==> src/rtl/bsg_tag_pkg.sv <==
// bsg_tag_pkg: shared bsg_tag packet-format constants and header layout.
//   bsg_tag_header_s       : {nodeID, data_not_reset, len}; shifted out LSB first
//   bsg_tag_hdr_width      : header bit count for given nodeID / length widths
//   bsg_tag_max_payload_w  : largest payload encodable in a length field
package bsg_tag_pkg;
   localparam int bsg_tag_els_gp      = 32;
   localparam int bsg_tag_lg_els_gp   = $clog2(bsg_tag_els_gp);
   localparam int bsg_tag_lg_width_gp = 4;
   typedef struct packed {
      logic [bsg_tag_lg_els_gp-1:0]   nodeID;
      logic                           data_not_reset;
      logic [bsg_tag_lg_width_gp-1:0] len;
   } bsg_tag_header_s;
   function automatic int bsg_tag_hdr_width(input int lg_els, input int lg_width);
      return lg_width + 1 + lg_els;
   endfunction
   function automatic int bsg_tag_max_payload_w(input int lg_width);
      return (1 << lg_width) - 1;
   endfunction
endpackage

==> src/rtl/bsg_counter_set_down.sv <==
// bsg_counter_set_down: loadable down-counter with synchronous clear.
//   clk_i, reset_i : clock, sync active-high reset (clears count)
//   set_i, val_i   : load val_i (wins over down_i)
//   down_i         : decrement by one
//   count_r_o      : registered count
module bsg_counter_set_down #(
   parameter int width_p = 6
) (
   input  logic               clk_i,
   input  logic               reset_i,
   input  logic               set_i,
   input  logic [width_p-1:0] val_i,
   input  logic               down_i,
   output logic [width_p-1:0] count_r_o
);
   logic [width_p-1:0] count_q, count_d;
   always_comb count_d = set_i ? val_i : down_i ? count_q - 1'b1 : count_q;
   always_ff @(posedge clk_i)
      count_q <= reset_i ? '0 : count_d;
   assign count_r_o = count_q;
endmodule

==> src/rtl/bsg_tag_serial_tx.sv <==
// bsg_tag_serial_tx: shifts parallel bsg_tag commands out as bsg_tag_data/bsg_tag_en.
//   clk_i, reset_i      : tag clock, sync active-high reset
//   v_i / ready_o       : command handshake, ready only in IDLE
//   master_reset_i      : send the master-reset run (ones then zeros) instead of a packet
//   node_id_i, data_not_reset_i, len_i, payload_i : packet fields
//   tag_data_o, tag_en_o: registered serial pins
//   busy_o              : any state other than IDLE
module bsg_tag_serial_tx
   import bsg_tag_pkg::*;
#(
   parameter int els_p       = 32,
   parameter int lg_width_p  = 4,
   parameter int reset_run_p = 2 * (((1 << lg_width_p) - 1) + $clog2(els_p) + lg_width_p + 2)
) (
   input  logic                                        clk_i,
   input  logic                                        reset_i,
   input  logic                                        v_i,
   output logic                                        ready_o,
   input  logic                                        master_reset_i,
   input  logic [$clog2(els_p)-1:0]                    node_id_i,
   input  logic                                        data_not_reset_i,
   input  logic [lg_width_p-1:0]                       len_i,
   input  logic [bsg_tag_max_payload_w(lg_width_p)-1:0] payload_i,
   output logic                                        tag_data_o,
   output logic                                        tag_en_o,
   output logic                                        busy_o
);
   localparam int lg_els_lp            = $clog2(els_p);
   localparam int max_payload_width_lp = bsg_tag_max_payload_w(lg_width_p);
   localparam int hdr_w_lp             = bsg_tag_hdr_width(lg_els_lp, lg_width_p);
   localparam int sr_w_lp              = 1 + hdr_w_lp + max_payload_width_lp;
   localparam int max_cnt_lp           = reset_run_p > max_payload_width_lp ? reset_run_p : max_payload_width_lp;
   localparam int cw_lp                = $clog2(max_cnt_lp + 1);
   localparam logic [cw_lp-1:0] run_m1_lp = cw_lp'(reset_run_p - 1);
   localparam logic [cw_lp-1:0] hdr_m1_lp = cw_lp'(hdr_w_lp - 1);

   typedef enum logic [2:0] {IDLE, RST1, RST0, START, HDR, PAY} state_e;

   state_e                 state_q, state_d;
   logic [sr_w_lp-1:0]     sr_q, sr_d;
   logic [lg_width_p-1:0]  len_q, len_d;
   logic                   data_q, data_d, en_q, en_d;
   logic                   cnt_set, cnt_down, last;
   logic [cw_lp-1:0]       cnt, cnt_val;

   bsg_counter_set_down #(.width_p(cw_lp)) cnt_u (
      .clk_i(clk_i), .reset_i(reset_i), .set_i(cnt_set), .val_i(cnt_val),
      .down_i(cnt_down), .count_r_o(cnt)
   );

   // the counter holds cycles remaining in the current state minus one
   assign last = cnt == '0;

   always_comb begin
      state_d  = state_q;
      sr_d     = sr_q;
      len_d    = len_q;
      cnt_set  = 1'b0;
      cnt_down = 1'b0;
      cnt_val  = '0;
      case (state_q)
         IDLE: if (v_i) begin
            if (master_reset_i) begin
               state_d = RST1;
               cnt_set = 1'b1;
               cnt_val = run_m1_lp;
            end else begin
               // start bit in sr[0]; header order matches bsg_tag_header_s
               state_d = START;
               sr_d    = {payload_i, node_id_i, data_not_reset_i, len_i, 1'b1};
               len_d   = len_i;
            end
         end
         RST1: if (last) begin
            state_d = RST0;
            cnt_set = 1'b1;
            cnt_val = run_m1_lp;
         end else cnt_down = 1'b1;
         RST0: if (last) state_d = IDLE; else cnt_down = 1'b1;
         START: begin
            state_d = HDR;
            sr_d    = sr_q >> 1;
            cnt_set = 1'b1;
            cnt_val = hdr_m1_lp;
         end
         HDR: begin
            sr_d = sr_q >> 1;
            if (last) begin
               state_d = len_q != '0 ? PAY : IDLE;
               cnt_set = len_q != '0;
               cnt_val = cw_lp'(len_q - 1'b1);
            end else cnt_down = 1'b1;
         end
         PAY: begin
            sr_d = sr_q >> 1;
            if (last) state_d = IDLE; else cnt_down = 1'b1;
         end
         default: state_d = IDLE;
      endcase
      en_d   = state_d != IDLE;
      data_d = (state_d == RST1) | (sr_d[0] & (state_d inside {START, HDR, PAY}));
   end

   always_ff @(posedge clk_i) begin
      if (reset_i) begin
         state_q <= IDLE;
         sr_q    <= '0;
         len_q   <= '0;
         data_q  <= 1'b0;
         en_q    <= 1'b0;
      end else begin
         state_q <= state_d;
         sr_q    <= sr_d;
         len_q   <= len_d;
         data_q  <= data_d;
         en_q    <= en_d;
      end
   end

   assign ready_o    = state_q == IDLE;
   assign busy_o     = state_q != IDLE;
   assign tag_data_o = data_q;
   assign tag_en_o   = en_q;
endmodule

==> config.mk <==
export PLATFORM = sky130hd
export DESIGN_NAME = bsg_tag_serial_tx
export DESIGN_NICKNAME = d
export VERILOG_FILES = /design/src/rtl/bsg_tag_pkg.sv /design/src/rtl/bsg_counter_set_down.sv /design/src/rtl/bsg_tag_serial_tx.sv
export SDC_FILE = /design/constraint.sdc
export NUM_CORES = 1
export LEC_CHECK = 0
export CORE_UTILIZATION = 25
export DETAILED_ROUTE_END_ITERATION = 12
export PLACE_DENSITY = 0.49
export SYNTH_ARGS = -nofsm -noshare
export SYNTH_HDL_FRONTEND = slang
export SYNTH_SLANG_ARGS = --single-unit
==> constraint.sdc <==
create_clock -name clk_i -period 2.5 [get_ports clk_i]
set_input_delay 0.5 -clock clk_i [delete_from_list [all_inputs] [get_ports clk_i]]
set_output_delay 0.5 -clock clk_i [all_outputs]
set_load 0.05 [all_outputs]
==> key figures <==
Die
  • Initial Util: 25.8%
  • Core Box Area: 7690 µm²
  • I/O pins: 33
  • Die area: 8300 µm²
  • Rows: 32
  • Die X: 91.1 µm
  • Die Span Y: 91.1 µm

Synth
  • Netlist cell types: 41
  • Post-Syn Nets: 270
  • FFs w/ async S/R, synth: 0%
  • Sequential fraction of the synthesis area: 41.3%
  • Gate Count Post-Synth: 238
  • Yosys warning total: 0
  • Main flop type after synthesis: dfxtp_1
  • Mapped cell area: 1990 µm²
  • Post-synth EDFFs: 0
  • Avg Inst Size Synth: 8.34 µm²
  • #FFs+latches synth: 41

Routing
  • DR WL met2: 2100 µm
  • Routed met1 length: 2340 µm
  • Top layer in use: met4
  • Metal3 WL: 161 µm
  • Via density: 4.78
  • First-pass DRT Iterations: 4
  • Via count: 1772
  • Routed WL per cell: 12.5 µm
  • DRC errors left: 0
  • WL final: 4630 µm
  • Initial DRC Count: 53
  • Routed Antenna Nets: 0

Timing
  • Final Slew Violations: 0
  • Finish-stage setup viols: 0
  • RSZ-0062 raised after global routing: no
  • Slew HR: 62.7%
  • Least-Margin Pin Slew: 559 ps
  • Setup TNS Final: 0 ps
  • Fmax: 456 MHz
  • Fin crit share: 87.7%
  • Hold Vio Cnt, Final: 0
  • Clock skew: 9.54 ps
  • Final hold slack: 456 ps
  • Crit path time final: 2190 ps

Clocking
  • CTS root buffer: clkbuf_8
  • Clock insertion delay at the later pin of the skew report: 300 ps
  • Resize count post-CTS: 0
  • Clock tree sinks: 41
  • CTS Hold Bufs: 0
  • CTS tree: yes
  • CTS Buf Count: 5
  • Clock buffer depth: 2
  • H-tree levels: 2
  • Setup bufs post-CTS: 0
  • Clock transition at path regs: 80 ps

Place
  • Cell count after placement: 363
  • GPL Wtd Cong: 0.766
  • DP Wirelength: 3210 µm
  • IO Port Bufs: 32

Global routing
  • First-pass GRT wire length: 7620 µm
  • Initial antenna violation count: 0
  • GR Overflow Total: 0
  • Vias in the first global route: 1618
  • Largest net degree at the start of global routing: 33
  • Total Routing Usage GR: 11.3%

Cells and area
  • Most frequent cells in the layout: 41 x nand2_1, 41 x dfxtp_1, 33 x a21oi_1
  • ANT cells: 0
  • Layout cell share with drive strength beyond 1: 11.2%
  • Area grow syn2layout: 26.9%
  • Seq. cell area: 821 µm²
  • Post-Layout Cell Count: 371
  • Multi-input logic area: 1050 µm²
  • # fillers: 839
  • Layout Nets: 300

Run
  • Max-Cap Viols: 0

Min path
  • Hold WC Path Type: reg2reg
  • Worst hold path depth: 2

Run status
  • Status: finished, final reports clean

Critical path
  • Crit end category: flop
  • CP Max Fanout: 8
  • Startpoint Class: flop
  • Setup Crit Path Kind: reg2reg
  • Critical path required time: 2690 ps
  • R2r worst-path depth: 7
  • Arr. time, crit path: 2390 ps

Power
  • Leakage: 0.852 nW
  • Pwr per Cell Area: 915 nW/µm²
  • Power, Total: 2.31 mW
  • VDD IR max: 0.312 mV
==> per-stage QoR <==
| stage | utilization, % | setup slack, ps | instance area, µm² |
|---|---|---|---|
| 2_1_floorplan | - | 380 | 1990 |
| 3_3_place_gp | 31.6 | 177 | 2430 |
| 3_5_place_dp | 31.6 | 156 | 2430 |
| 4_1_cts | 32.8 | 313 | 2520 |
| 5_1_grt | 32.8 | 160 | 2520 |
| 6_report | 32.8 | 307 | 2520 |
==> registers in the layout, summed over array words and instances, names as in the netlist <==
| register | cells |
|---|---|
| tag_data_o | 1 |
| len_q | 4 |
| tag_en_o | 1 |
| state_q | 3 |
| cnt_u.count_r_o | 6 |
| sr_q | 26 |
==> cell usage after synthesis (all sizes together) (2+ instances only) <==
library cell | instances | area, µm²
a211oi | 5 | 47.5
ha | 3 | 37.5
nor3 | 8 | 40.0
o41ai | 2 | 36.3
xnor2 | 4 | 35.0
nand2b | 2 | 12.5
dfxtp | 41 | 821
or3 | 2 | 12.5
a22oi | 22 | 170
nor4 | 3 | 31.3
a31oi | 4 | 25.0
or4 | 3 | 22.5
nor3b | 2 | 20.0
o21ai | 2 | 10.0
inv | 13 | 48.8
nor2 | 14 | 52.6
nand2 | 41 | 154
o211ai | 3 | 22.5
clkbuf | 10 | 38.8
a2111oi | 3 | 45.0
buf | 6 | 38.8
a21oi | 33 | 165
o31a | 3 | 26.3
==> area by class of cell <==
| type | instances | share of cell area (%) |
|---|---|---|
| flip-flops and latches | 41 | 32.6 |
| inverters | 13 | 1.94 |
| multi-input cells | 168 | 41.7 |
| clock inverters | 3 | 0.894 |
| repair buffers | 39 | 15.1 |
| clock buffers | 5 | 2.73 |
| well taps | 102 | 5.06 |
==> power by group <==
| part | internal, mW | leakage [nW] | switching (mW) |
|---|---|---|---|
| registers | 0.762 | 0.335 | 0.107 |
| logic | 0.386 | 0.468 | 0.604 |
| clock network | 0.198 | 0.0481 | 0.250 |
| total | 1.35 | 0.852 | 0.961 |
==> critical path: stages (launching register included) <==
cell	delay, ps
dfxtp_1	360
inv_1	90
ha_1	210
nand2b_1	300
o211ai_1	230
or4_1	480
and3_1	210
o31a_1	220
==> path summary, 6_finish.rpt <==
kind	from	to	slack, ps
setup / recovery	cnt_u.count_r_o[0]	cnt_u.count_r_o[3]	310
hold / removal	sr_q[9]	sr_q[9]	460
setup reg to reg	cnt_u.count_r_o[0]	cnt_u.count_r_o[3]	310
hold reg to reg	sr_q[9]	sr_q[9]	460
==> metal layers <==
layer | vias up | global-route usage (%)
li1 | 911 | -
met1 | 826 | 14.9
met2 | 29 | 17.9
met3 | 6 | 2.51
met4 | 0 | 4.50
met5 | - | 0
==> cell families (layout without fill, tap and decap cells) <==
group	count (synthesis)	after routing	share of synthesized area [%]
compound gates	82	82	29.8
xor+xnor	4	4	1.76
fa+ha+maj	3	3	1.89
buf+inv	29	60	6.36
simple gates	79	79	18.8
flops	41	41	41.3
(Power assumes the default switching activity.)
